**config.mk**
```make
export PLATFORM = sky130hd
export DESIGN_NAME = uart_rx_buffer_ctrl_flat
export DESIGN_NICKNAME = d
export VERILOG_FILES = /design/src/rtl/uart_rx_buffer_ctrl_pkg.sv /design/src/rtl/uart_rx_buffer_ctrl_if.sv /design/src/rtl/uart_rx_fifo_mem.sv /design/src/rtl/uart_rx_buffer_ctrl.sv /design/src/flat_wrapper.sv
export SDC_FILE = /design/constraint.sdc
export NUM_CORES = 1
export LEC_CHECK = 0
export CAP_MARGIN = 20
export CORE_UTILIZATION = 55
export DETAILED_ROUTE_END_ITERATION = 8
export GPL_TIMING_DRIVEN = 0
export PLACE_DENSITY_LB_ADDON = 0.08
export SETUP_SLACK_MARGIN = 0.2
export SLEW_MARGIN = 20
export SYNTH_ARGS = -nofsm -noshare
export SYNTH_HDL_FRONTEND = slang
export SYNTH_SLANG_ARGS = --single-unit
export TNS_END_PERCENT = 1
```
**constraint.sdc**
```tcl
create_clock -name clk -period 3.4 [get_ports clk]
set_input_delay 0.68 -clock clk [delete_from_list [all_inputs] [get_ports clk]]
set_output_delay 0.68 -clock clk [all_outputs]
set_load 0.005 [all_outputs]
```
**src/rtl/uart_rx_buffer_ctrl_pkg.sv**
```systemverilog
// Shared types and defaults for the UART receive buffer controller.
// Optional macro UART_RX_DROP_PARITY_ERR_EN is consumed by uart_rx_buffer_ctrl.
package uart_rx_buffer_ctrl_pkg;

    localparam int unsigned UART_DATA_W = 8;
    localparam int unsigned UART_RX_FIFO_DEPTH_DEFAULT = 16;
    localparam int unsigned UART_RX_TIMEOUT_DEFAULT = 4096;

    typedef logic [UART_DATA_W-1:0] uart_data_t;

    typedef enum logic [1:0] {
        IDLE    = 2'd0,
        ACTIVE  = 2'd1,
        TIMEOUT = 2'd2
    } uart_rx_ctrl_state_e;

endpackage

```
**src/rtl/uart_rx_buffer_ctrl_if.sv**
```systemverilog
// Ready/valid character handshake between the UART receiver (master) and the
// receive buffer controller (slave).
interface uart_rx_buffer_ctrl_if #(
    parameter int unsigned DATA_W = 8
) ();

    logic [DATA_W-1:0] rx_data;
    logic              rx_data_valid;
    logic              parity_error;
    logic              rx_data_ready;

    modport master (
        output rx_data,
        output rx_data_valid,
        output parity_error,
        input  rx_data_ready
    );

    modport slave (
        input  rx_data,
        input  rx_data_valid,
        input  parity_error,
        output rx_data_ready
    );

endinterface

```
**src/rtl/uart_rx_fifo_mem.sv**
```systemverilog
// Storage, pointers and occupancy for the receive FIFO; head is presented
// first-word-fall-through and reads as zero while empty.
module uart_rx_fifo_mem #(
    parameter int unsigned DATA_W = 8,
    parameter int unsigned DEPTH  = 16,
    parameter int unsigned LVL_W  = $clog2(DEPTH) + 1
) (
    input  logic              clk,
    input  logic              rst_n,
    input  logic              push,
    input  logic [DATA_W-1:0] wdata,
    input  logic              pop,
    input  logic              clear,
    output logic [DATA_W-1:0] rdata,
    output logic [LVL_W-1:0]  level,
    output logic              full,
    output logic              empty
);

    localparam int unsigned PTR_W = $clog2(DEPTH);

    logic [DATA_W-1:0] mem [DEPTH];
    logic [PTR_W-1:0]  wr_ptr_q, wr_ptr_d;
    logic [PTR_W-1:0]  rd_ptr_q, rd_ptr_d;
    logic [LVL_W-1:0]  level_q, level_d;
    logic              wr_en;
    logic              rd_en;

    assign full  = (level_q == LVL_W'(DEPTH));
    assign empty = (level_q == '0);
    assign level = level_q;
    assign rdata = empty ? '0 : mem[rd_ptr_q];

    // Guarded again here so the FIFO stays consistent whatever the caller does.
    assign wr_en = push && !full && !clear;
    assign rd_en = pop && !empty && !clear;

    always_comb begin
        wr_ptr_d = wr_ptr_q;
        rd_ptr_d = rd_ptr_q;
        level_d  = level_q;
        if (clear) begin
            wr_ptr_d = '0;
            rd_ptr_d = '0;
            level_d  = '0;
        end else begin
            if (wr_en) begin
                wr_ptr_d = wr_ptr_q + PTR_W'(1);
            end
            if (rd_en) begin
                rd_ptr_d = rd_ptr_q + PTR_W'(1);
            end
            case ({wr_en, rd_en})
                2'b10:   level_d = level_q + LVL_W'(1);
                2'b01:   level_d = level_q - LVL_W'(1);
                default: level_d = level_q;
            endcase
        end
    end

    always_ff @(posedge clk or negedge rst_n) begin
        if (!rst_n) begin
            wr_ptr_q <= '0;
            rd_ptr_q <= '0;
            level_q  <= '0;
        end else begin
            wr_ptr_q <= wr_ptr_d;
            rd_ptr_q <= rd_ptr_d;
            level_q  <= level_d;
        end
    end

    always_ff @(posedge clk) begin
        if (wr_en) begin
            mem[wr_ptr_q] <= wdata;
        end
    end

endmodule

```
**src/rtl/uart_rx_buffer_ctrl.sv**
```systemverilog
// UART receive buffer controller: FIFO backpressure, idle-timeout FSM, threshold
// interrupt and error tracking. Macro UART_RX_DROP_PARITY_ERR_EN drops bad characters.
module uart_rx_buffer_ctrl
    import uart_rx_buffer_ctrl_pkg::*;
#(
    parameter int unsigned DATA_W         = $bits(uart_data_t),
    parameter int unsigned DEPTH          = UART_RX_FIFO_DEPTH_DEFAULT,
    parameter int unsigned TIMEOUT_CYCLES = UART_RX_TIMEOUT_DEFAULT,
    parameter int unsigned LVL_W          = $clog2(DEPTH) + 1
) (
    input  logic                 clk,
    input  logic                 rst_n,
    uart_rx_buffer_ctrl_if.slave rx,
    input  logic                 host_rd_en,
    output logic [DATA_W-1:0]    host_rd_data,
    output logic                 host_empty,
    output logic [LVL_W-1:0]     level,
    input  logic [LVL_W-1:0]     thresh,
    input  logic                 flush,
    input  logic                 err_clr,
    output logic                 irq_thresh,
    output logic                 irq_timeout,
    output logic                 stall_sticky,
    output logic [7:0]           parity_err_cnt
);

    localparam int unsigned CNT_W = $clog2(TIMEOUT_CYCLES);
    localparam logic [CNT_W-1:0] CNT_MAX = CNT_W'(TIMEOUT_CYCLES - 1);

    uart_rx_ctrl_state_e state_q, state_d;
    logic [CNT_W-1:0]    tmo_q, tmo_d;
    logic                stall_q, stall_d;
    logic [7:0]          perr_cnt_q, perr_cnt_d;
    logic                irq_thresh_q, irq_thresh_d;

    logic full;
    logic empty;
    logic ready;
    logic accept;
    logic store;
    logic pop;
    logic activity;
    logic drain;

    // Ready depends only on registered occupancy and flush, never on host_rd_en.
    assign ready            = !full && !flush;
    assign rx.rx_data_ready = ready;
    assign accept           = rx.rx_data_valid && ready;
    assign pop              = host_rd_en && !empty && !flush;

`ifdef UART_RX_DROP_PARITY_ERR_EN
    assign store = accept && !rx.parity_error;
`else
    assign store = accept;
`endif

    assign activity = store || pop;
    assign drain    = pop && !store && (level == LVL_W'(1));

    uart_rx_fifo_mem #(
        .DATA_W (DATA_W),
        .DEPTH  (DEPTH),
        .LVL_W  (LVL_W)
    ) u_fifo (
        .clk   (clk),
        .rst_n (rst_n),
        .push  (store),
        .wdata (rx.rx_data),
        .pop   (pop),
        .clear (flush),
        .rdata (host_rd_data),
        .level (level),
        .full  (full),
        .empty (empty)
    );

    assign host_empty = empty;

    always_comb begin
        state_d = state_q;
        tmo_d   = tmo_q;
        if (flush) begin
            state_d = IDLE;
            tmo_d   = '0;
        end else begin
            case (state_q)
                IDLE: begin
                    tmo_d = '0;
                    if (store) begin
                        state_d = ACTIVE;
                    end
                end
                ACTIVE: begin
                    if (activity) begin
                        tmo_d = '0;
                        if (drain) begin
                            state_d = IDLE;
                        end
                    end else if (tmo_q == CNT_MAX) begin
                        state_d = TIMEOUT;
                    end else begin
                        tmo_d = tmo_q + CNT_W'(1);
                    end
                end
                TIMEOUT: begin
                    if (activity) begin
                        tmo_d   = '0;
                        state_d = drain ? IDLE : ACTIVE;
                    end
                end
                default: begin
                    state_d = IDLE;
                    tmo_d   = '0;
                end
            endcase
        end
    end

    // err_clr wins over any same-cycle stall or parity event.
    always_comb begin
        stall_d    = stall_q;
        perr_cnt_d = perr_cnt_q;
        if (err_clr) begin
            stall_d    = 1'b0;
            perr_cnt_d = '0;
        end else begin
            if (rx.rx_data_valid && !ready) begin
                stall_d = 1'b1;
            end
            if (accept && rx.parity_error && (perr_cnt_q != 8'hFF)) begin
                perr_cnt_d = perr_cnt_q + 8'd1;
            end
        end
    end

    assign irq_thresh_d = (thresh != '0) && (level >= thresh);

    always_ff @(posedge clk or negedge rst_n) begin
        if (!rst_n) begin
            state_q      <= IDLE;
            tmo_q        <= '0;
            stall_q      <= 1'b0;
            perr_cnt_q   <= '0;
            irq_thresh_q <= 1'b0;
        end else begin
            state_q      <= state_d;
            tmo_q        <= tmo_d;
            stall_q      <= stall_d;
            perr_cnt_q   <= perr_cnt_d;
            irq_thresh_q <= irq_thresh_d;
        end
    end

    assign irq_timeout    = (state_q == TIMEOUT);
    assign irq_thresh     = irq_thresh_q;
    assign stall_sticky   = stall_q;
    assign parity_err_cnt = perr_cnt_q;

endmodule

```
**src/flat_wrapper.sv**
```systemverilog
// flat-port wrapper written by rule: the top's interface ports become plain ports
module uart_rx_buffer_ctrl_flat import uart_rx_buffer_ctrl_pkg::*;
#(
    parameter int unsigned DATA_W         = $bits(uart_data_t),
    parameter int unsigned DEPTH          = UART_RX_FIFO_DEPTH_DEFAULT,
    parameter int unsigned TIMEOUT_CYCLES = UART_RX_TIMEOUT_DEFAULT,
    parameter int unsigned LVL_W          = $clog2(DEPTH) + 1
)
  (clk, rst_n, host_rd_en, host_rd_data, host_empty, level, thresh, flush, err_clr, irq_thresh, irq_timeout, stall_sticky, parity_err_cnt, rx_rx_data, rx_rx_data_valid, rx_parity_error, rx_rx_data_ready);
  uart_rx_buffer_ctrl_if #(.DATA_W(DATA_W)) rx_i ();
  input  logic clk;
  input  logic rst_n;
  input  logic host_rd_en;
  output logic [DATA_W-1:0] host_rd_data;
  output logic host_empty;
  output logic [LVL_W-1:0] level;
  input  logic [LVL_W-1:0] thresh;
  input  logic flush;
  input  logic err_clr;
  output logic irq_thresh;
  output logic irq_timeout;
  output logic stall_sticky;
  output logic [7:0] parity_err_cnt;
  input wire logic [$bits(rx_i.rx_data)-1:0] rx_rx_data;
  input wire logic [$bits(rx_i.rx_data_valid)-1:0] rx_rx_data_valid;
  input wire logic [$bits(rx_i.parity_error)-1:0] rx_parity_error;
  output wire logic [$bits(rx_i.rx_data_ready)-1:0] rx_rx_data_ready;
  assign rx_i.rx_data = rx_rx_data;
  assign rx_i.rx_data_valid = rx_rx_data_valid;
  assign rx_i.parity_error = rx_parity_error;
  assign rx_rx_data_ready = rx_i.rx_data_ready;
  uart_rx_buffer_ctrl #(.DATA_W(DATA_W), .DEPTH(DEPTH), .TIMEOUT_CYCLES(TIMEOUT_CYCLES), .LVL_W(LVL_W)) u_core (.clk(clk), .rst_n(rst_n), .rx(rx_i), .host_rd_en(host_rd_en), .host_rd_data(host_rd_data), .host_empty(host_empty), .level(level), .thresh(thresh), .flush(flush), .err_clr(err_clr), .irq_thresh(irq_thresh), .irq_timeout(irq_timeout), .stall_sticky(stall_sticky), .parity_err_cnt(parity_err_cnt));
endmodule
```
### After elaboration in Yosys (flattened, before gate mapping)

Memories as Yosys holds them, arrays and structs flattened.
Index checks and enable logic that the tools add are counted.

| cells by class | value |
|---|---|
| equality and inequality tests | 13 |
| muxes and demuxes | 26 |
| $add $sub $neg | 6 |
| order comparisons | 1 |
| reduce and logical (&&, ||, !) cells | 30 |

Operator list:

| kind | count |
|---|---|
| 12-bit two-way mux | 4 |
| 8-bit two-way mux | 3 |
| 12-bit case mux with 2 select lines | 1 |
| 4-bit two-way mux | 4 |
| 1-bit logical AND | 14 |
| 12-bit by 1-bit adder with 12-bit output, second input constant | 1 |
| 12-bit == test, second input constant | 1 |
| 2-bit two-way mux | 6 |
| 5-bit case mux with 2 select lines | 1 |
| 4-bit by 1-bit adder with 4-bit output, second input constant | 2 |
| 8-bit by 1-bit adder with 8-bit output, second input constant | 1 |
| 8-bit != test, second input constant | 1 |
| 2-bit nonzero test | 4 |
| 3-bit by 2-bit != test with 1-bit output, second input constant | 2 |
| 2-bit case mux with 3 select lines | 1 |
| 5-bit by 1-bit adder with 5-bit output, second input constant | 1 |
| 5-bit by 1-bit == test with 1-bit output, second input constant | 1 |
| 5-bit == test, second input constant | 1 |
| 5-bit greater-or-equal comparator | 1 |
| 1-bit logical NOT | 5 |
| 5-bit logical NOT | 1 |
| 1-bit two-way mux | 5 |
| 5-bit two-way mux | 1 |
| 5-bit nonzero test | 1 |
| other kinds (11) | 13 |

| storage, ports and cells | value |
|---|---|
| register bits | 37 |
| input port bits | 20 |
| output and inout port bits | 26 |
| bits in writable memories | 128 |
| memories kept | 1 |

Memories:

| memory | words | width | read ports | clocked after memory_dff | wr ports | RTL line | text |
|---|---|---|---|---|---|---|---|
| u_core.u_fifo.mem | 16 | 8 | 1 | 0 | 1 | uart_rx_fifo_mem.sv:22 | `logic [DATA_W-1:0] mem [DEPTH];` |

### Depth between registers and ports, before layout

Gate-level depths: netlist of the first run.

| depth | value |
|---|---|
| depth after elaboration | 11 |
| mapped depth | 9 |

### Cells and area by module

Synthesis of the first run repeated with hierarchy kept, for this count alone.

| second synthesis, totals | value |
|---|---|
| cells, all modules | 474 |
| area, all modules | 7282.0 sq um |

By module, submodules not included:

| module | area each (sq um) | times used | sequential area each (sq um) | cells each |
|---|---|---|---|---|
| uart_rx_fifo_mem | 5839.4 | 1 | 4169.0 | 309 |
| uart_rx_buffer_ctrl | 1442.6 | 1 | 600.6 | 165 |

### Worst setup path before layout of the first run

OpenSTA, ideal clock, no wires.

| timing | value |
|---|---|
| kind | register -> register |
| start point | register u_core.u_fifo.level_q[0], in the netlist u_core.u_fifo.level[0] |
| end point | memory u_core.u_fifo.mem[11][0], enable pin |
| arrival | 2.098 ns |
| library setup time | 0.332 ns |
| required time | 3.068 ns |
| period minus slack after synthesis | 2.430 ns |
| stages on the path, launching flop included | 9 |
| setup slack | 0.970 ns |
| buffers on the path | 2 |
| cell sequence | dfrtp_1 inv_1 ha_1 nor4bb_4 or3_1 buf_2 buf_2 nor3b_1 and2_1 |

| between the ends | value |
|---|---|
| word-level cells in the longest chain between the ends | 8 |

Ends and longest elaborated chain:

| what | RTL line | text |
|---|---|---|
| start, declared | uart_rx_fifo_mem.sv:25 | `logic [LVL_W-1:0] level_q, level_d;` |
| start signal, assigned | uart_rx_fifo_mem.sv:69 | `level_q <= level_d;` |
| 5-bit == test (*) | uart_rx_fifo_mem.sv:29 | `assign full = (level_q == LVL_W'(DEPTH));` |
| 1-bit logical NOT (*) | uart_rx_fifo_mem.sv:35, uart_rx_buffer_ctrl.sv:46 |  |
| 1-bit logical AND | uart_rx_buffer_ctrl.sv:46 | `assign ready = !full && !flush;` |
| 1-bit logical AND | uart_rx_buffer_ctrl.sv:48 | `assign accept = rx.rx_data_valid && ready;` |
| 1-bit logical AND (*) (2 in a row) | uart_rx_fifo_mem.sv:35 | `assign wr_en = push && !full && !clear;` |
| 1-bit two-way mux (*) | uart_rx_fifo_mem.sv:74 | `if (wr_en) begin` |
| 1-bit two-way mux (implied by the code) (*) | uart_rx_fifo_mem.sv:75 | `mem[wr_ptr_q] <= wdata;` |
| end, declared | uart_rx_fifo_mem.sv:22 |  |

Mark *: on every way between the ends. The rest lies on a longest branch, timed or not.

### Worst setup path after layout of the first run

| timing | value |
|---|---|
| start point | register u_core.u_fifo.level_q[0], in the netlist u_core.u_fifo.level[0] |
| end point | output host_rd_data[6] |

| between the ends | value |
|---|---|
| word-level cells in the longest chain between the ends | 2 |

Ends and longest elaborated chain:

| what | RTL line | text |
|---|---|---|
| 5-bit logical NOT | uart_rx_fifo_mem.sv:30 | `assign empty = (level_q == '0);` |
| 8-bit two-way mux | uart_rx_fifo_mem.sv:32 | `assign rdata = empty ? '0 : mem[rd_ptr_q];` |
| end, declared | flat_wrapper.sv:14 | `output logic [DATA_W-1:0] host_rd_data;` |

No other way between the ends.

==> results of run 1 <==
==> kinds of logic (layout without fill, tap and decap cells) <==
kind of cell	Yosys count	count (layout)	share of synthesized area
xor+xnor	15	15	0.0190
fa+ha+maj	16	16	0.0274
compound gates	60	60	0.0517
mux	52	52	0.126
buf+inv	40	117	0.0243
flops	165	165	0.653
simple gates	130	130	0.0990
==> final cells by class <==
cell class,count,area (um^2)
clock buffer,20,437
inverter,14,52.6
tap,172,215
timing repair buffer,47,473
fill,908,4110
sequential,165,4770
multi-input combinational,273,2380
clock inverter,10,158
buffer,26,173
==> registers in the layout, summed over array words and instances, names as in the netlist <==
register,flops
u_core.u_fifo.level,5
u_core.u_fifo.mem,128
u_core.irq_thresh,1
u_core.tmo_q,12
u_core.parity_err_cnt,8
u_core.state_q,2
u_core.u_fifo.rd_ptr_q,4
u_core.u_fifo.wr_ptr_q,4
u_core.stall_sticky,1
==> cells in the mapped netlist (all sizes together), types with 2 or more instances <==
library cell / number / share of area
edfxtp: 128 / 0.53
dfrtp: 37 / 0.13
mux4: 32 / 0.099
nor2: 28 / 0.014
nand2: 25 / 0.013
mux2i: 20 / 0.027
a21oi: 16 / 0.012
ha: 16 / 0.027
o21ai: 15 / 0.010
and2: 14 / 0.012
buf: 14 / 0.011
inv: 14 / 0.0072
nor3: 13 / 0.0089
clkbuf: 12 / 0.0062
nand3: 10 / 0.0068
xnor2: 10 / 0.013
o22ai: 9 / 0.0077
and4: 6 / 0.0072
nand4: 5 / 0.0043
or3: 5 / 0.0043
xor2: 5 / 0.0060
nor4: 4 / 0.0034
o31ai: 4 / 0.0041
a211oi: 3 / 0.0031
nand2b: 3 / 0.0026
nor2b: 3 / 0.0036
a31o: 2 / 0.0024
a31oi: 2 / 0.0017
and3: 2 / 0.0017
nand3b: 2 / 0.0021
nor3b: 2 / 0.0027
or2: 2 / 0.0017
or4: 2 / 0.0021
==> path summary, 6_finish.rpt <==
| path | from | end | slack (ns) |
|---|---|---|---|
| min in group clk | u_core.tmo_q[4]$_DFFE_PN0P_ | u_core.tmo_q[4]$_DFFE_PN0P_ | 0.50 |
| max reg2reg | u_core.u_fifo.level[0]$_DFFE_PN0P_ | u_core.u_fifo.mem[9][6]$_DFFE_PP_ | 0.61 |
| min | rst_n | u_core.tmo_q[9]$_DFFE_PN0P_ | 0.12 |
| min reg2reg | u_core.tmo_q[4]$_DFFE_PN0P_ | u_core.tmo_q[4]$_DFFE_PN0P_ | 0.50 |
| max in group asynchronous | rst_n | u_core.u_fifo.level[0]$_DFFE_PN0P_ | 2.83 |
| max | u_core.u_fifo.level[0]$_DFFE_PN0P_ | host_rd_data[6] | 0.18 |
==> layer usage <==
metal / global-route usage / share of wire / wire [um] / up-vias
li1: - / - / - / 1982
met1: 0.313 / 0.45 / 6530 / 2195
met2: 0.381 / 0.49 / 7060 / 110
met3: 0.0510 / 0.046 / 667 / 15
met4: 0.0810 / 0.014 / 196 / 0
met5: 0 / 0 / 0 / -
==> worst max-delay path, delay by kind of cell (launching register included) <==
kind / cells / cell delay (ns)
buf+inv: 4 / 0.92
simple gates: 2 / 0.50
fa+ha+maj: 1 / 0.18
flops: 1 / 0.41
compound gates: 1 / 0.10
==> timing repair <==
| item | 4_1_cts | 5_1_grt |
|---|---|---|
| pin swaps | 0 | 0 |
| endpoints found under the setup margin | 9 | 8 |
| cloned | 0 | 0 |
| hold buffers | 0 | 0 |
| setup buffers | 2 | 0 |
| resized for setup | 28 | 1 |
==> power by group <==
| group | leakage [nW] | switching [mW] | internal (mW) |
|---|---|---|---|
| clock | 0.285 | 0.726 | 1.21 |
| sequential | 1.66 | 0.0441 | 2.24 |
| combinational | 1.03 | 0.675 | 0.748 |
==> through the flow <==
step	hold WS [ns]	power [mW]
after floorplan	0.384	3.20
after global placement	0.475	3.67
after detailed placement	0.484	3.69
after CTS	0.102	5.69
after global routing	0.112	5.89
final	0.117	5.65
==> flow_metrics.env, run 1 <==
export IMPL_final_nets=580
export IMPL_path_cells="inv_2, ha_1, or4b_1, buf_2, nand2b_1, clkbuf_4, o22ai_1, clkdlybuf4s50_1"
export IMPL_die_h_um=117
export IMPL_holdCritPathClass="in -> async"
export IMPL_cp_slowest_cell="clkdlybuf4s50_1"
export IMPL_cap_violations=0
export IMPL_finClkSkew_ns=0.00966
export IMPL_timing_fmax_mhz=310
export IMPL_ant_nets=0
export IMPL_grt_pass1_vias=4199
export IMPL_drive_above_1_share=0.177
export IMPL_setup_ws_ns=0.175
export IMPL_initial_core_util=0.572
export IMPL_ir_drop_mv=0.360
export IMPL_grt_pass1_wl_um=22700
export IMPL_cts_max_level=4
export IMPL_fin_setup_tns_ns=0
export IMPL_final_util=0.678
export IMPL_ff2ff_path_depth=8
export IMPL_synthToLayoutAreaGrowth_pct=18.5
export IMPL_synth_warnings=0
export IMPL_synth_seq_area_share=0.653
export IMPL_core_area_um2=12800
export IMPL_antenna_found_initial=0
export IMPL_routabilityCongestion=0.843
export IMPL_clkTransAtPathRegs_ns=0.06
export IMPL_path_class="reg -> out"
export IMPL_cts_tree="built"
export IMPL_dp_cells=695
export IMPL_io_pins=46
export IMPL_vias=4302
export IMPL_ctsLongestPathBuffers=2
export IMPL_ys_types=55
export IMPL_arrival_ns=2.54
export IMPL_antenna_cells=0
export IMPL_viasPerCell=5.92
export IMPL_dpl_hpwl_um=9640
export IMPL_max_slew_margin_rel=0.483
export IMPL_drt_iter0_drc=390
export IMPL_clkLatencyLatePin_ns=0.43
export IMPL_wire_per_inst_um=19.9
export IMPL_worst_pin_slew_ns=0.768
export IMPL_fin_crit_sh=0.948
export IMPL_dr_pass1_iters=4
export IMPL_power_density_nw_per_um2=653
export IMPL_dieArea_um2=13800
export IMPL_hold_viol_final=0
export IMPL_rows=41
export IMPL_cp_start_kind="flip-flop"
export IMPL_synthArstFlopShare=0.224
export IMPL_wirelength_um=14400
export IMPL_numCtsBuffers=17
export IMPL_leakage_nw=2.97
export IMPL_track_usage=0.234
export IMPL_synth_avg_cell_area_um2=15.3
export IMPL_synthCells=478
export IMPL_final_area_um2=8660
export IMPL_crit_required_ns=2.72
export IMPL_placed_area_um2=7980
export IMPL_cts_sinks=165
export IMPL_place_port_buffers=44
export IMPL_finalCriticalPeriod_ns=3.22
export IMPL_final_cells=727
export IMPL_critPathCaptureType="primary output"
export IMPL_synth_edf_count=128
export IMPL_grt_start_max_net_pins=30
export IMPL_layout_common_cells="edfxtp_1, clkdlybuf4s50_1, dfrtp_1"
export IMPL_final_common_cell="edfxtp_1"
export IMPL_post_place_ws_ns=-0.00108
export IMPL_rsz0062_at_grt="yes"
export IMPL_syn_nets=514
export IMPL_slew_violations=0
export IMPL_drc=0
export IMPL_ys_ff_latch=165
export IMPL_grt_remaining_overflow=0
export IMPL_cts_root_buffer="clkbuf_16"
export IMPL_worst_path_max_fanout=8
export IMPL_synth_area_um2=7310
export IMPL_critical_path_max_stage_delay_ns=0.46
export IMPL_synth_flop_cell="edfxtp_1"
export IMPL_die_x_um=117
export IMPL_status="finished clean"
export IMPL_setup_viol=0
No activity file was read; power rests on OpenSTA's default activity.
==> run 2, diff against run 1 <==
--- a/config.mk
+++ b/config.mk
@@ -5,6 +5,7 @@
 export SDC_FILE = /design/constraint.sdc
 export NUM_CORES = 1
 export LEC_CHECK = 0
+export ABC_AREA = 1
 export CAP_MARGIN = 20
 export CORE_UTILIZATION = 55
 export DETAILED_ROUTE_END_ITERATION = 8
@@ -14,5 +15,6 @@
 export SLEW_MARGIN = 20
 export SYNTH_ARGS = -nofsm -noshare
 export SYNTH_HDL_FRONTEND = slang
+export SYNTH_HIERARCHICAL = 1
 export SYNTH_SLANG_ARGS = --single-unit
 export TNS_END_PERCENT = 1
==> constraint.sdc (replaced) <==
create_clock -name clk -period 3.45 [get_ports clk]
set_input_delay 0.69 -clock clk [delete_from_list [all_inputs] [get_ports clk]]
set_output_delay 0.69 -clock clk [all_outputs]
set_load 0.005 [all_outputs]
==> run 2 against run 1 <==
Effect of this change: clock-buffer cell count increased by 3; first-iteration DRC count is 55% higher; synthesized cell count rose by 51%; final cell count up 34%; global-route usage up 2.9 points; largest power group unchanged.
==> flow_metrics.env, run 2 <==
export IMPL_ff2ff_path_depth=19
export IMPL_yosys_top_cells_area="edfxtp_1, dfrtp_1, nand2_1"
export IMPL_ys_types=39
export IMPL_rows=42
export IMPL_syn_nets=757
export IMPL_rsz0062_at_grt="yes"
export IMPL_cts_tree="built"
export IMPL_critPathCaptureType="primary output"
export IMPL_ctsLongestPathBuffers=2
export IMPL_synthArstFlopShare=0.224
export IMPL_vias=5540
export IMPL_routabilityCongestion=0.910
export IMPL_place_port_buffers=45
export IMPL_largest_reg_flops=128
export IMPL_final_common_cell="nand2_1"
export IMPL_cp_start_kind="flip-flop"
export IMPL_io_pins=46
export IMPL_regMostFlops="u_core/u_fifo/mem"
export IMPL_synth_seq_area_share=0.624
export IMPL_crit_required_ns=2.76
export IMPL_core_area_um2=13400
export IMPL_antenna_found_initial=0
export IMPL_post_synth_top_count_cell="nand2_1"
export IMPL_post_cts_buffers=0
export IMPL_crit_end="host_rd_data[2]"
export IMPL_hold_viol_final=0
export IMPL_fillers=1011
export IMPL_antenna_cells=0
export IMPL_synth_flop_cell="edfxtp_1"
export IMPL_yosysTopAreaCellShare=0.503
export IMPL_synthToLayoutAreaGrowth_pct=18.6
export IMPL_worst_path_max_fanout=10
export IMPL_arrival_ns=2.59
export IMPL_grt_pass1_vias=5285
export IMPL_synth_edf_count=128
export IMPL_cap_violations=0
export IMPL_p_clk_frac=0.381
export IMPL_drc=0
export IMPL_reg2reg_from="u_core/u_fifo/level[0]$_DFFE_PN0P_"
export IMPL_yosys_area_top_type="edfxtp_1"
export IMPL_fin_crit_sh=0.951
export IMPL_ir_drop_mv=0.304
export IMPL_pwr_share_seq=0.428
export IMPL_leakage_nw=3.54
export IMPL_cts_root_buffer="clkbuf_16"
export IMPL_max_slew_margin_rel=0.384
export IMPL_clkLatencyLatePin_ns=0.42
export IMPL_path_class="reg -> out"
export IMPL_cts_hold_buf=0
export IMPL_hold_ws_ns=0.224
export IMPL_setup_worst_path_start="u_core/u_fifo/rd_ptr_q[0]$_DFFE_PN0P_"
export IMPL_track_usage=0.263
export IMPL_grt_start_max_net_pins=21
export IMPL_synth_avg_cell_area_um2=10.6
export IMPL_grt_remaining_overflow=0
export IMPL_combPwrFrac=0.191
export IMPL_cts_sinks=165
export IMPL_drt_iter0_drc=604
export IMPL_wirelength_um=17600
export IMPL_die_h_um=120
export IMPL_worst_r2r_setup_slack_ns=0.55
export IMPL_report_power_total_mw=5.24
export IMPL_worst_pin_slew_ns=0.920
export IMPL_wl_met3_um=868
export IMPL_ant_nets=0
export IMPL_holdCritPathClass="in -> async"
export IMPL_p_sw_frac=0.266
export IMPL_p_int_mw=3.85
export IMPL_dieArea_um2=14400
export IMPL_synth_area_um2=7640
export IMPL_fin_setup_tns_ns=0
export IMPL_timing_fmax_mhz=305
export IMPL_power_density_nw_per_um2=578
export IMPL_top_layer_used="met4"
export IMPL_slew_violations=0
export IMPL_dr_pass1_iters=5
export IMPL_drive_above_1_share=0.126
export IMPL_status="finished clean"
export IMPL_initial_core_util=0.570
export IMPL_die_x_um=120
export IMPL_ys_top_cells_by_count="nand2_1, edfxtp_1, nor2_1"
export IMPL_finalCriticalPeriod_ns=3.28
export IMPL_ys_ff_latch=165
export IMPL_switchingPower_mw=1.39
export IMPL_wl_met2_um=8620
export IMPL_grt_pass1_wl_um=28100
export IMPL_wire_per_inst_um=18.0
export IMPL_layout_common_cells="nand2_1, edfxtp_1, nor2_1"
export IMPL_final_nets=822
export IMPL_regToRegEndpoint="u_core/u_fifo/level[4]$_DFFE_PN0P_"
export IMPL_synth_warnings=6
export IMPL_setup_viol=0
export IMPL_viasPerCell=5.67
export IMPL_synthCells=723
export IMPL_cts_max_level=4
export IMPL_clkTransAtPathRegs_ns=0.06
export IMPL_numCtsBuffers=17
export IMPL_finClkSkew_ns=0.00565
export IMPL_dpl_hpwl_um=12000
export IMPL_drt_met1_wl_um=7750
[run 2: per-stage QoR]
step / utilization / area, um^2 / std cells / setup WS [ns]
after detailed placement: 0.622 / 8340 / 945 / 0.155
after global placement: 0.620 / 8310 / 944 / 0.169
after floorplan: - / 7640 / 723 / 1.19
final: 0.676 / 9060 / 977 / 0.168
after CTS: 0.675 / 9050 / 977 / 0.191
after global routing: 0.676 / 9060 / 977 / 0.100
[run 2: worst min-delay path by stage]
stage                                                      from                                     to  cells past startpoint
after detailed placement  u_core/u_fifo/rd_ptr_q[3]$_DFFE_PN0P_  u_core/u_fifo/rd_ptr_q[3]$_DFFE_PN0P_                      1
final                                                     rst_n            u_core/tmo_q[0]$_DFFE_PN0P_                      1
after global routing                                      rst_n            u_core/tmo_q[0]$_DFFE_PN0P_                      1
after floorplan                                           rst_n            u_core/irq_thresh$_DFF_PN0_                      0
after CTS                                                 rst_n            u_core/tmo_q[9]$_DFFE_PN0P_                      1
after global placement    u_core/u_fifo/rd_ptr_q[3]$_DFFE_PN0P_  u_core/u_fifo/rd_ptr_q[3]$_DFFE_PN0P_                      1
[run 2: repair_timing]
| action | 4_1_cts | 5_1_grt |
|---|---|---|
| resized for setup | 28 | 8 |
| pin swaps | 0 | 1 |
| setup endpoints to repair | 8 | 8 |
[run 2: logic make-up (layout without fill, tap and decap cells)]
| family | after synthesis | count (layout) | synth area share |
|---|---|---|---|
| fa+ha+maj | 14 | 14 | 0.0229 |
| flops | 165 | 165 | 0.624 |
| xor+xnor | 4 | 4 | 0.00458 |
| compound gates | 120 | 120 | 0.0922 |
| mux | 16 | 16 | 0.0210 |
| buf+inv | 86 | 164 | 0.0460 |
| simple gates | 318 | 318 | 0.189 |
[run 2: area by class of cell]
cell class | instances | area, um^2 | share of cell area
sequential | 165 | 4770 | 0.526
multi-input combinational | 472 | 2580 | 0.284
clock buffer | 23 | 478 | 0.0527
timing repair buffer | 46 | 475 | 0.0525
inverter | 65 | 254 | 0.0280
tap | 176 | 220 | 0.0243
clock inverter | 9 | 150 | 0.0166
buffer | 21 | 139 | 0.0153
[run 2: critical path, stage by stage (launching register included)]
cell             delay, ns
dfrtp_1               0.39
buf_4                 0.22
buf_4                 0.25
mux2i_1               0.12
o221ai_1              0.23
nor2_1                0.14
a211oi_1              0.26
clkdlybuf4s50_1       0.56
[run 2: power groups by stage]
stage          registers, mW  clock network [mW]  logic, mW
2_1_floorplan           2.27                   0      0.553
6_report                2.24                2.00       1.00
4_1_cts                 2.24                2.02      0.996
3_3_place_gp            2.28                   0      0.930
3_5_place_dp            2.28                   0      0.953
5_1_grt                 2.25                2.10       1.10
[run 2: metal layers]
metal  vias up  track usage
met5         -            0
met4         0       0.0938
met3        24       0.0394
met2       184        0.438
met1      2659        0.352
li1       2673            -
==> run 3, diff against run 2 <==
--- a/config.mk
+++ b/config.mk
@@ -9,6 +9,7 @@
 export CAP_MARGIN = 20
 export CORE_UTILIZATION = 55
 export DETAILED_ROUTE_END_ITERATION = 8
+export DONT_BUFFER_PORTS = 1
 export GPL_TIMING_DRIVEN = 0
 export PLACE_DENSITY_LB_ADDON = 0.08
 export SETUP_SLACK_MARGIN = 0.2
==> constraint.sdc (replaced) <==
create_clock -name clk -period 2.91 [get_ports clk]
set_input_delay 0.582 -clock clk [delete_from_list [all_inputs] [get_ports clk]]
set_output_delay 0.582 -clock clk [all_outputs]
set_load 0.005 [all_outputs]
==> run 3 against run 2 <==
Effect of this change: worst setup slack improved by 0.016 ns; clock-buffer cell count rose by 4; routed wire length rose by 1.9%; worst hold slack got worse by 0.0076 ns; clock power rose by 4%; via count fell by 1.6%; clock skew barely moved; power rose by 10%; critical endpoint is now host_rd_data[1]; sequential cell count did not move; final cell count fell by 4.3%; register-to-register slack got worse by 0.25 ns; critical path depth fell by 1.
==> flow_metrics.env, run 3 (synthesis results as in run 2) <==
export IMPL_status="finished clean"
export IMPL_rsz0062_at_grt="yes"
export IMPL_synthToLayoutAreaGrowth_pct=12.0
export IMPL_final_nets=780
export IMPL_cp_slowest_cell="dfrtp_1"
export IMPL_critPathCaptureType="primary output"
export IMPL_wirelength_um=17900
export IMPL_drive_above_1_share=0.142
export IMPL_switchingPower_mw=1.60
export IMPL_slew_violations=0
export IMPL_grt_start_max_net_pins=38
export IMPL_crit_family="simple AND/OR/NAND/NOR gates"
export IMPL_grt_remaining_overflow=0
export IMPL_core_area_um2=13400
export IMPL_path_class="reg -> out"
export IMPL_finClkSkew_ns=0.00556
export IMPL_fin_crit_sh=0.937
export IMPL_viasPerCell=5.83
export IMPL_timing_fmax_mhz=367
export IMPL_final_common_cell="nand2_1"
export IMPL_cts_root_buffer="clkbuf_16"
export IMPL_p_int_mw=4.18
export IMPL_worst_r2r_setup_slack_ns=0.30
export IMPL_regMostFlops="u_core/u_fifo/mem"
export IMPL_combPwrFrac=0.178
export IMPL_cts_max_level=4
export IMPL_place_port_buffers=0
export IMPL_p_clk_frac=0.362
export IMPL_ctsLongestPathBuffers=2
export IMPL_final_area_um2=8560
export IMPL_cap_violations=0
export IMPL_clkTransAtPathRegs_ns=0.06
export IMPL_arrival_ns=2.14
export IMPL_routabilityCongestion=0.859
export IMPL_largest_reg_flops=128
export IMPL_hold_viol_final=0
export IMPL_cp_start_kind="flip-flop"
export IMPL_leakage_nw=3.31
export IMPL_clkLatencyLatePin_ns=0.42
export IMPL_max_slew_margin_rel=0.442
export IMPL_grt_pass1_vias=5279
export IMPL_die_x_um=120
export IMPL_placed_area_um2=7860
export IMPL_setup_worst_path_start="u_core/u_fifo/rd_ptr_q[1]$_DFFE_PN0P_"
export IMPL_worst_path_max_fanout=10
export IMPL_vias=5450
export IMPL_crit_cells=6
export IMPL_finalCriticalPeriod_ns=2.73
export IMPL_fillers=1051
export IMPL_crit_end="host_rd_data[1]"
export IMPL_post_place_ws_ns=0.0400
export IMPL_p_sw_frac=0.277
export IMPL_dr_pass1_iters=6
export IMPL_setup_ws_ns=0.184
export IMPL_path_cells="buf_4, nand2_1, clkbuf_2, a21oi_1, nor3_1, a211oi_2"
export IMPL_dpl_hpwl_um=11800
export IMPL_drc=0
export IMPL_die_h_um=120
export IMPL_track_usage=0.269
export IMPL_rows=42
export IMPL_io_pins=46
export IMPL_reg2reg_from="u_core/u_fifo/level[4]$_DFFE_PN0P_"
export IMPL_initial_core_util=0.570
export IMPL_setup_viol=0
export IMPL_cts_sinks=165
export IMPL_drt_iter0_drc=430
export IMPL_worst_path_buf_inv=2
export IMPL_holdCritPathClass="in -> reg"
export IMPL_ff2ff_path_depth=18
export IMPL_ant_nets=0
export IMPL_antenna_cells=0
export IMPL_numCtsBuffers=17
export IMPL_worst_pin_slew_ns=0.834
export IMPL_ir_drop_mv=0.420
export IMPL_wire_per_inst_um=19.1
export IMPL_fin_setup_tns_ns=0
export IMPL_critical_path_max_stage_delay_ns=0.39
export IMPL_power_density_nw_per_um2=676
export IMPL_regToRegEndpoint="u_core/u_fifo/level[4]$_DFFE_PN0P_"
export IMPL_final_util=0.639
export IMPL_grt_pass1_wl_um=28200
export IMPL_crit_required_ns=2.33
export IMPL_pwr_share_seq=0.461
export IMPL_layout_common_cells="nand2_1, edfxtp_1, nor2_1"
export IMPL_cts_tree="built"
export IMPL_antenna_found_initial=0
export IMPL_dieArea_um2=14400
run 3: changes by cell type in the layout (fill, tap and decap cells not counted), moves of 2 or more:
cell,delta
a211oi_1,-4
buf_4,-2
clkbuf_2,+6
inv_1,-3
inv_2,+2
buf_2,-2
clkbuf_1,+4
a211oi_2,+4
bufinv_16,-3
clkdlybuf4s50_1,-43
dfrtp_2,+5
dfrtp_1,-5
run 3: worst min path at each step:
stage,from,to,slack (ns),cells after the start
after floorplan,rst_n,u_core/irq_thresh$_DFF_PN0_,0.29,0
after global placement,rst_n,u_core/tmo_q[1]$_DFFE_PN0P_,0.29,0
after detailed placement,rst_n,u_core/tmo_q[1]$_DFFE_PN0P_,0.29,0
after CTS,err_clr,u_core/stall_sticky$_DFFE_PN0P_,0.20,1
after global routing,err_clr,u_core/stall_sticky$_DFFE_PN0P_,0.20,1
final,err_clr,u_core/stall_sticky$_DFFE_PN0P_,0.22,1
run 3: worst reg2reg max path, stage by stage, from the launching register on:
cell and delay (ns):
dfrtp_2 0.47, inv_1 0.11, nand3_4 0.16, clkinvlp_4 0.28, inv_2 0.13, nand3_2 0.12, inv_2 0.14, nand3_4 0.12
inv_2 0.11, nand2_2 0.10, nor2_1 0.13, nor2_2 0.05, ha_1 0.18, inv_1 0.07, nand2_2 0.07, nand3_2 0.08
nand3b_1 0.08, nand3_1 0.08, nand2_1 0.05
run 3: what timing repair did:
action,4_1_cts,5_1_grt
buffers inserted,0,1
hold endpoints to repair,37,0
hold buffers,2,0
gates resized for setup,15,22
endpoints found under the setup margin,18,140
cloned,1,0
run 3: cell type report:
type                       count  area (um^2)  area share
buffer                        21          115      0.0134
clock buffer                  27          503      0.0587
clock inverter                 5         52.6     0.00614
inverter                      65          258      0.0301
multi-input combinational    472         2600       0.303
sequential                   165         4780       0.558
tap                          176          220      0.0257
timing repair buffer           3         35.0     0.00409
timing repair inverter         1         5.00    0.000585
run 3: through the flow:
stage	hold WS, ns	cells	power [mW]
after floorplan	0.286	723	3.35
after global placement	0.289	899	3.59
after detailed placement	0.289	899	3.62
after CTS	0.201	934	5.78
after global routing	0.196	935	6.03
final	0.216	935	5.78
run 3: layer usage:
layer	up-vias	global-route usage	wire [um]
met5	-	0	0
met4	0	0.104	446
met3	33	0.0642	1040
met2	193	0.441	8670
met1	2644	0.347	7740
li1	2580	-	-
run 3: power groups by stage:
stage | logic (mW) | registers (mW) | clock network, mW
after detailed placement | 0.905 | 2.71 | 0
after global routing | 1.13 | 2.67 | 2.24
after floorplan | 0.655 | 2.69 | 0
final | 1.03 | 2.66 | 2.09
after CTS | 0.973 | 2.66 | 2.14
after global placement | 0.876 | 2.71 | 0
==> patch: new RTL, settings of run 2 <==
The option `UART_RX_DROP_PARITY_ERR_EN` is turned on by a define.
--- a/src/rtl/uart_rx_buffer_ctrl.sv
+++ b/src/rtl/uart_rx_buffer_ctrl.sv
@@ -1,4 +1,6 @@
 // UART receive buffer controller: FIFO backpressure, idle-timeout FSM, threshold
 // interrupt and error tracking. Macro UART_RX_DROP_PARITY_ERR_EN drops bad characters.
+`define UART_RX_DROP_PARITY_ERR_EN
+
 module uart_rx_buffer_ctrl
     import uart_rx_buffer_ctrl_pkg::*;
Check against the original RTL: not equivalent (a bounded check fails within 4 cycles, from zero or initial values and one cycle with rst_n low).
==> patch against run 2 <==
- clock skew increased by 2.0 ps
- area after synthesis increased by 0.57%
- global-route usage decreased by 0.37 points
- cell area decreased by 0.64%
- non-clock buffer count increased by 1
- sequential cell count unchanged
- power decreased by 1.5%
- routed wire length increased by 0.45%
- count of clock-buffer cells in the layout decreased by 3
- worst hold slack got worse by 120 ps
- fmax increased by 1.1%
- sequential share of layout area increased by 0.34 points
- worst setup slack improved by 36 ps
==> patch: results (changes against run 2) <==
• **outcome** completed
• **upper clock frequency limit** 308 MHz, +1.1%
• **termination of the worst setup path** host_rd_data[5]
• **Leak** 3.45 nW, -2.3%
• **Switch Pwr** 1.44 mW, +3.1%
• **pin count of the biggest net entering global routing** 32, +52%
• **first-pass GRT wire length** 27,800 µm, -0.93%
• **standard cell with the maximum stage delay on the critical path** clkbuf_1
• **maximum clock skew at final layout** 7.60 ps, +1.95 ps
• **buffering overhead** 0.0678, about the same
• **met3 track utilization from global routing** 0.0542, +0.0148
• **Via density** 5.74, +1.1%
• **count of buffers not belonging to the clock network in the layout** 68, +1.5%
• **Layout clock buffers** 20, -13%
• **Final Wtd Congestion** 0.868, -4.6%
• **Hold WS** 106 ps, -118 ps
• **number of DRC markers in iteration 0** 634, +5.0%
• **placed standard-cell area** 8370 µm², +0.44%
• **power density relative to cell area** 573 nW/µm², -0.89%
• **layout inverter count without the clock tree** 55, -15%
• **clk pwr** 1.84 mW, -8%
• **multi-input combinational cell count** 463, -1.9%
• **Comb. pwr** 1.07 mW, +7%
• **routed wirelength normalized by instance count** 18.4 µm, +2.3%
• **final-layout clock-cell area share** 0.0636, -0.00567
• **proportion of synthesized chip area in sequential cells** 0.620, -0.00355
• **origin of the worst setup path** u_core/u_fifo/rd_ptr_q[3]
• **VDD IR max** 0.389 mV, +28%
• **total area of multi-input combinational cells** 2620 µm², +1.6%
• **synthesized netlist net count** 739, -2.4%
• **worst setup slack after placement** 106 ps, -48.8 ps
• **post-detail-place hpwl** 11,800 µm, -1.5%
• **crit-path max cell delay** 480 ps, -80 ps
• **count of TritonRoute iterations in the first routing pass** 7, +2
• **overall global routing resource usage** 0.259, -0.00366
• **sequential fraction of total cell area** 0.530, +0.00336
• **share of final-layout standard cells stronger than drive strength 1** 0.132, +0.00545
• **met2 GRT Util** 0.429, -0.00898
• **most frequent cells after synthesis** nand2_1, edfxtp_1, nor2_1
==> patch: changes by cell type in the layout (fill, tap and decap cells not counted), moves of 3 or more <==
cell and change:
inv_1 -9, o21ai_0 -7, clkinv_1 +5, nand4_1 -3, a221oi_1 +3, a221oi_2 -3
nand2_1 -8, a21oi_1 +3, nand3_1 -9, clkinv_2 -3, o21ai_2 +5, nor3_1 +3
xor2_1 +4, clkbuf_8 -4
==> patch: per-layer routing <==
layer  wire, µm  up-vias
met5          0        -
met4        287        0
met3       1180       15
met2       8750      215
met1       7430     2662
li1           -     2608
==> patch: cell families after synthesis <==
kind of cell / Yosys count / synth area share
adder cells (fa/ha/maj): 14 / 0.0228
multiplexers: 16 / 0.0208
XOR/XNOR: 9 / 0.0103
buffers and inverters: 77 / 0.0422
flip-flops: 165 / 0.620
AND/OR/NAND/NOR: 304 / 0.188
AO/OA/AOI/OAI: 120 / 0.0959
